### src/rtl/cpu_pkg.sv
// Shared definitions for the CPU-side memory bus stage.
//   - default address/data widths
//   - bus controller state encoding
//   - data returned on a failed access
package cpu_pkg;

  localparam int unsigned CPU_ADDR_W = 16;
  localparam int unsigned CPU_DATA_W = 16;

  // Read data returned with cpu_err (timeout or illegal request).
  localparam logic [15:0] BUS_ERR_DATA = 16'hFFFF;

  typedef enum logic [1:0] {
    StIdle    = 2'd0,
    StAccess  = 2'd1,
    StDone    = 2'd2,
    StRelease = 2'd3
  } bus_state_e;

  // A legal request is exactly one of rd/wr.
  function automatic logic is_single_req(input logic rd, input logic wr);
    return rd ^ wr;
  endfunction

endpackage

### src/rtl/bus_wait_timer.sv
// Wait-state / timeout counter for one bus access.
// Ports:
//   clk_i      clock, rising edge
//   rst_i      synchronous active-high reset
//   clear_i    force count to zero (has priority over en_i)
//   en_i       count one access cycle
//   min_met_o  count has reached the minimum wait-state count
//   expired_o  count has reached the timeout value
module bus_wait_timer #(
  parameter int unsigned WAIT_STATES = 1,
  parameter int unsigned TIMEOUT     = 15
) (
  input  logic clk_i,
  input  logic rst_i,
  input  logic clear_i,
  input  logic en_i,
  output logic min_met_o,
  output logic expired_o
);

  localparam int unsigned CntW = $clog2(TIMEOUT + 1);
  localparam logic [CntW-1:0] WaitCnt = CntW'(WAIT_STATES);
  localparam logic [CntW-1:0] MaxCnt  = CntW'(TIMEOUT);

  logic [CntW-1:0] cnt_d, cnt_q;

  // Saturates at TIMEOUT so a stuck access can never wrap back below it.
  always_comb begin
    cnt_d = cnt_q;
    if (clear_i) begin
      cnt_d = '0;
    end else if (en_i && (cnt_q != MaxCnt)) begin
      cnt_d = cnt_q + 1'b1;
    end
  end

  always_ff @(posedge clk_i) begin
    if (rst_i) begin
      cnt_q <= '0;
    end else begin
      cnt_q <= cnt_d;
    end
  end

  assign min_met_o = (cnt_q >= WaitCnt);
  assign expired_o = (cnt_q == MaxCnt);

endmodule

### src/rtl/mem_bus_ctrl.sv
// Memory-side bus controller sitting after the CPU datapath. Runs one bus access per CPU
// request with wait states, a ready handshake and a timeout, and stalls the CPU meanwhile.
// Ports:
//   clk, rst                 clock and synchronous active-high reset
//   cpu_addr, cpu_wdata      CPU access address / write data
//   cpu_rd, cpu_wr           CPU request strobes (level)
//   cpu_rdata                registered read data, valid with cpu_done
//   cpu_stall                CPU must hold its state while high
//   cpu_done, cpu_err        one-cycle completion pulse and its error qualifier
//   mem_addr, mem_wdata      latched bus address / write data
//   mem_ce, mem_we           bus cycle active / write cycle
//   mem_rdata, mem_ready     memory read data / completion
module mem_bus_ctrl
  import cpu_pkg::*;
#(
  parameter int unsigned ADDR_W      = CPU_ADDR_W,
  parameter int unsigned DATA_W      = CPU_DATA_W,
  parameter int unsigned WAIT_STATES = 1,
  parameter int unsigned TIMEOUT     = 15
) (
  input  logic              clk,
  input  logic              rst,
  input  logic [ADDR_W-1:0] cpu_addr,
  input  logic [DATA_W-1:0] cpu_wdata,
  input  logic              cpu_rd,
  input  logic              cpu_wr,
  output logic [DATA_W-1:0] cpu_rdata,
  output logic              cpu_stall,
  output logic              cpu_done,
  output logic              cpu_err,
  output logic [ADDR_W-1:0] mem_addr,
  output logic [DATA_W-1:0] mem_wdata,
  output logic              mem_ce,
  output logic              mem_we,
  input  logic [DATA_W-1:0] mem_rdata,
  input  logic              mem_ready
);

  localparam logic [DATA_W-1:0] ErrData = DATA_W'(BUS_ERR_DATA);

  bus_state_e        state_d, state_q;
  logic              op_wr_d, op_wr_q;
  logic [ADDR_W-1:0] addr_d, addr_q;
  logic [DATA_W-1:0] wdata_d, wdata_q;
  logic [DATA_W-1:0] rdata_d, rdata_q;
  logic              done_d, done_q;
  logic              err_d, err_q;
  logic              ce_d, ce_q;
  logic              we_d, we_q;

  logic              min_met;
  logic              expired;
  logic              any_req;

  assign any_req = cpu_rd | cpu_wr;

  // Counter runs only while a bus cycle is in flight and restarts from zero otherwise.
  bus_wait_timer #(
    .WAIT_STATES(WAIT_STATES),
    .TIMEOUT    (TIMEOUT)
  ) u_timer (
    .clk_i    (clk),
    .rst_i    (rst),
    .clear_i  (state_q != StAccess),
    .en_i     (state_q == StAccess),
    .min_met_o(min_met),
    .expired_o(expired)
  );

  // Next-state and registered-output computation. Bus/completion outputs are derived from
  // the state being entered, so they line up exactly with the registered state.
  always_comb begin
    state_d = state_q;
    op_wr_d = op_wr_q;
    addr_d  = addr_q;
    wdata_d = wdata_q;
    rdata_d = rdata_q;
    done_d  = 1'b0;
    err_d   = 1'b0;
    ce_d    = 1'b0;
    we_d    = 1'b0;

    unique case (state_q)
      StIdle: begin
        if (is_single_req(cpu_rd, cpu_wr)) begin
          addr_d  = cpu_addr;
          wdata_d = cpu_wdata;
          op_wr_d = cpu_wr;
          state_d = StAccess;
          ce_d    = 1'b1;
          we_d    = cpu_wr;
        end else if (cpu_rd && cpu_wr) begin
          // Illegal request: answer with an error without touching the bus.
          state_d = StDone;
          done_d  = 1'b1;
          err_d   = 1'b1;
          rdata_d = ErrData;
        end
      end

      StAccess: begin
        // Completion is checked before the timeout so a ready on the last cycle still wins.
        if (min_met && mem_ready) begin
          state_d = StDone;
          done_d  = 1'b1;
          if (!op_wr_q) begin
            rdata_d = mem_rdata;
          end
        end else if (expired) begin
          state_d = StDone;
          done_d  = 1'b1;
          err_d   = 1'b1;
          rdata_d = ErrData;
        end else begin
          ce_d = 1'b1;
          we_d = op_wr_q;
        end
      end

      StDone: begin
        state_d = any_req ? StRelease : StIdle;
      end

      StRelease: begin
        // A strobe still held from the finished access must not start another one.
        if (!any_req) begin
          state_d = StIdle;
        end
      end

      default: begin
        state_d = StIdle;
      end
    endcase
  end

  always_ff @(posedge clk) begin
    if (rst) begin
      state_q <= StIdle;
      op_wr_q <= 1'b0;
      addr_q  <= '0;
      wdata_q <= '0;
      rdata_q <= '0;
      done_q  <= 1'b0;
      err_q   <= 1'b0;
      ce_q    <= 1'b0;
      we_q    <= 1'b0;
    end else begin
      state_q <= state_d;
      op_wr_q <= op_wr_d;
      addr_q  <= addr_d;
      wdata_q <= wdata_d;
      rdata_q <= rdata_d;
      done_q  <= done_d;
      err_q   <= err_d;
      ce_q    <= ce_d;
      we_q    <= we_d;
    end
  end

  assign cpu_rdata = rdata_q;
  assign cpu_done  = done_q;
  assign cpu_err   = err_q;
  assign mem_addr  = addr_q;
  assign mem_wdata = wdata_q;
  assign mem_ce    = ce_q;
  assign mem_we    = we_q;

  // Stall is combinational so the CPU is held in the same cycle it raises a request.
  assign cpu_stall = (state_q == StAccess) || ((state_q == StIdle) && any_req);

endmodule

### config.mk
export PLATFORM = sky130hd
export DESIGN_NAME = mem_bus_ctrl
export DESIGN_NICKNAME = d
export VERILOG_FILES = /design/src/rtl/cpu_pkg.sv /design/src/rtl/bus_wait_timer.sv /design/src/rtl/mem_bus_ctrl.sv
export SDC_FILE = /design/constraint.sdc
export NUM_CORES = 1
export LEC_CHECK = 0
export ABC_AREA = 1
export BUFFER_PORTS_ARGS = -buffer_cell sky130_fd_sc_hd__buf_2
export CORE_ASPECT_RATIO = 0.8
export CORE_MARGIN = 8
export CORE_UTILIZATION = 40
export CTS_CLUSTER_SIZE = 30
export DETAILED_ROUTE_END_ITERATION = 8
export PLACE_DENSITY = 0.71
export SYNTH_ARGS = -nofsm -noshare
export SYNTH_HDL_FRONTEND = slang
export SYNTH_SLANG_ARGS = --single-unit
### constraint.sdc
create_clock -name clk -period 2.1 [get_ports clk]
set_input_delay 0.42 -clock clk [delete_from_list [all_inputs] [get_ports clk]]
set_output_delay 0.42 -clock clk [all_outputs]
set_load 0.05 [all_outputs]
==> summary.txt <==
Cells and area
  • Multi-input gate area in the final layout: 1146 um^2
  • Number of fillers in the final layout: 562
  • Area used by sequential logic in the layout: 1181 um^2
  • Fraction of final layout cells with drive strength greater than 1: 34.73%
  • Cell Count, Final, Fillers Out: 510
  • Area overhead of the layout relative to synthesis: 30.72%
  • Utilization of the core after routing: 54.53%
  • Diodes inserted: 0
  • Nets: 485

Floorplanning
  • Area inside the core boundary: 5974 um^2
  • Site Rows: 25
  • Overall die area: 9028 um^2
  • Die height: 86.60 um
  • IO Count: 106
  • Die W: 104.3 um
  • Starting utilization of the core area: 41.72%

Setup path
  • Slowest cell on the critical path: sky130_fd_sc_hd__dfxtp_1
  • Max incr delay on CP: 0.35 ns
  • Total stage count of the critical path: 11
  • Cell repeated most along the worst path: sky130_fd_sc_hd__nand2_1
  • Required time worst endpoint: 2.32 ns
  • Buffers and inverters on the worst path: 2
  • CP Class: flip-flop to flip-flop
  • Arr. time, crit path: 1.94 ns
  • R2R cell count: 11
  • Critical Path, Cell by Cell: inv_1 > ha_1 > nor2_1 > nand2_2 > nand3_1 > nand2_1 > nand2_1 > buf_4 > nand3_1 > nand2_1 > nor2_1
  • Family with the most delay on the worst path: simple AND/OR/NAND/NOR gates
  • Launching element type of the critical path: flip-flop
  • Worst Setup End Kind: flip-flop
  • Critical-path maximum fanout: 32

STA
  • Fin Hold WS: 0.3082 ns
  • Summed negative setup slack over all endpoints: 0 ns
  • Fin Clk Skew: 0.004668 ns
  • Max_slew headroom: 76.80%
  • Max-slew violation count: 0
  • Unrepaired setup endpoints after global routing: false
  • Fin crit share: 81.79%
  • Count of final hold-check violations: 0
  • Slew at the pin closest to its max-slew limit: 0.3476 ns
  • Number of setup violations in the final report: 0
  • Maximum achievable frequency: 582.2 MHz
  • Clock period minus worst slack: 1.718 ns

Synthesis
  • Total standard cell area after synthesis: 2492 um^2
  • Number of standard cells after synthesis: 321
  • Number of flip-flops and latches in the synthesized netlist: 59
  • Count of cell types in the netlist: 31
  • Async set-reset flop share out of synthesis: 0%
  • Synthesized area per cell: 7.764 um^2
  • Synthesized Nets: 381
  • Yosys synthesis warning count: 0
  • Number of flops mapped to enable cells by yosys: 0
  • Sequential cell area fraction in the yosys report: 47.39%
  • Top_reg_cell synth: sky130_fd_sc_hd__dfxtp_1

Clocking
  • Worst-skew pair later-pin latency: 0.33 ns
  • H-tree depth: 3
  • Deepest clock path buffer count: 2
  • Quantity of gates resized following cts: 0
  • Num Clock Sinks: 59
  • Hold bufs inserted after CTS: 0
  • CTS root buf: sky130_fd_sc_hd__clkbuf_8
  • Clock transition at the register clock pins on the worst setup and hold paths after CTS: 0.06 ns
  • TritonCTS clock tree: built
  • Number of buffers inserted to repair setup after CTS: 0
  • Number of buffers inserted during clock tree synthesis: 9

Placement
  • DP HPWL: 4751 um
  • Number of buffers inserted by port buffering: 105
  • Routability-driven placement congestion ratio: 0.8118
  • Cell total after placement: 495

Power
  • Pwr dens: 1317 nW/um^2
  • Power after layout: 4.293 mW
  • Leakage component of the power: 1.651 nW
  • Worst vdd ir: 0.6914 mV

Drt
  • Via count: 2397
  • Average routed wire per standard cell: 12.97 um
  • Average vias per placed instance: 4.700
  • DRC: 0
  • Iteration-0 DRC count of the detailed router: 89
  • Pre-antenna DRT Iters: 4
  • Antenna Nets Post-Route: 0
  • DRT Wirelength: 6614 um

Worst hold path
  • Cell count of the worst hold path: 3
  • Class of the tightest hold or removal check: input port to flip-flop

Run status
  • Run status: finished, final reports clean

Global route
  • Remaining global-route overflow: 0
  • Global-route wire length before repair: 11030 um
  • Total Routing Usage GR: 14.91%
  • Via count of the first global-routing pass: 2424
  • Largest net degree at the start of global routing: 34
  • Initial antenna violation count: 0

Flow run
  • Max cap viols: 0
state kept, by name, indices dropped and copies added (netlist names):
name / cells
cpu_rdata: 16
mem_addr: 16
mem_wdata: 16
u_timer.cnt_q: 4
state_q: 2
cpu_done: 1
cpu_err: 1
mem_ce: 1
mem_we: 1
op_wr_q: 1
placed cells by master (no fill, tap or decap), types with 2 or more instances in the layout:
master	n
sky130_fd_sc_hd__nand3_1	18
sky130_fd_sc_hd__nand2_2	2
sky130_fd_sc_hd__buf_2	105
sky130_fd_sc_hd__buf_4	4
sky130_fd_sc_hd__buf_12	2
sky130_fd_sc_hd__dfxtp_1	59
sky130_fd_sc_hd__inv_1	11
sky130_fd_sc_hd__nand2_1	30
sky130_fd_sc_hd__a21oi_1	13
sky130_fd_sc_hd__nand3_2	3
sky130_fd_sc_hd__a21oi_2	7
sky130_fd_sc_hd__nor2_2	5
sky130_fd_sc_hd__clkinv_2	2
sky130_fd_sc_hd__ha_1	7
sky130_fd_sc_hd__inv_2	2
sky130_fd_sc_hd__o21ai_0	34
sky130_fd_sc_hd__clkbuf_8	12
sky130_fd_sc_hd__nor2_1	99
kinds of logic (layout without fill, tap and decap cells):
logic type	after synthesis	count (layout)	share of synthesized area (%)
buf+inv	32	140	6.627
fa+ha+maj	7	7	3.514
compound gates	60	60	13.96
xor+xnor	1	1	0.3515
flops	59	59	47.39
simple gates	162	162	28.16
worst register-to-register path: cells and delay by family, from the launching register on:
family | cells | cell delay, ns
flip-flops | 1 | 0.35
buffers and inverters | 2 | 0.40
AND/OR/NAND/NOR | 8 | 0.69
adder cells (fa/ha/maj) | 1 | 0.17
power breakdown:
part,switching (mW),internal (mW)
clock network,0.423,0.515
logic,1.41,0.463
registers,0.125,1.36
total,1.96,2.34
metrics by stage:
step                      cell area (um^2)  setup WS [ns]
after floorplan                       2492         0.2037
after global placement                3079         0.3627
after detailed placement              3079         0.3087
after CTS                             3258         0.3882
after global routing                  3258         0.1530
final                                 3258         0.3824
synth_stat cells, types with 2 or more instances:
library cell               count  share of area [%]
sky130_fd_sc_hd__nor2_1       99                 15
sky130_fd_sc_hd__dfxtp_1      59                 47
sky130_fd_sc_hd__o21ai_0      34                6.8
sky130_fd_sc_hd__nand2_1      30                4.5
sky130_fd_sc_hd__nand3_1      18                3.6
sky130_fd_sc_hd__a21oi_1      13                2.6
sky130_fd_sc_hd__inv_1        11                1.7
sky130_fd_sc_hd__a21oi_2       7                2.5
sky130_fd_sc_hd__ha_1          7                3.5
sky130_fd_sc_hd__buf_2         6                1.2
sky130_fd_sc_hd__clkbuf_1      6               0.90
sky130_fd_sc_hd__nor2_2        5                1.3
sky130_fd_sc_hd__buf_6         4                1.8
sky130_fd_sc_hd__nand3_2       3                1.2
sky130_fd_sc_hd__inv_2         2               0.30
sky130_fd_sc_hd__nand2_2       2               0.50
layer usage:
| metal | up-vias | global-route usage (%) | share of wire (%) |
|---|---|---|---|
| met3 | 6 | 9.711 | 12 |
| li1 | 1236 | - | - |
| met2 | 84 | 23.26 | 43 |
| met5 | - | 0 | 0 |
| met1 | 1071 | 16.08 | 44 |
| met4 | 0 | 5.111 | 1.0 |
path summary, 6_finish.rpt:
kind                                       from                    endpoint  slack, ns
setup / recovery  u_timer.cnt_q[1]$_SDFFE_PP0P_  cpu_rdata[10]$_SDFFE_PP0P_       0.38
hold / removal                     cpu_addr[12]   mem_addr[12]$_SDFFE_PP0P_       0.31
setup reg to reg  u_timer.cnt_q[1]$_SDFFE_PP0P_  cpu_rdata[10]$_SDFFE_PP0P_       0.38
hold reg to reg      cpu_rdata[15]$_SDFFE_PP0P_  cpu_rdata[15]$_SDFFE_PP0P_       0.48
layout make-up:
type / count / area share (%)
Inverter: 14 / 1.690
Multi-Input combinational cell: 230 / 35.18
Timing Repair Buffer: 111 / 18.28
Tap cell: 81 / 3.111
Clock buffer: 13 / 5.184
Sequential cell: 59 / 36.25
Clock inverter: 2 / 0.3072
(Power assumes the default switching activity.)
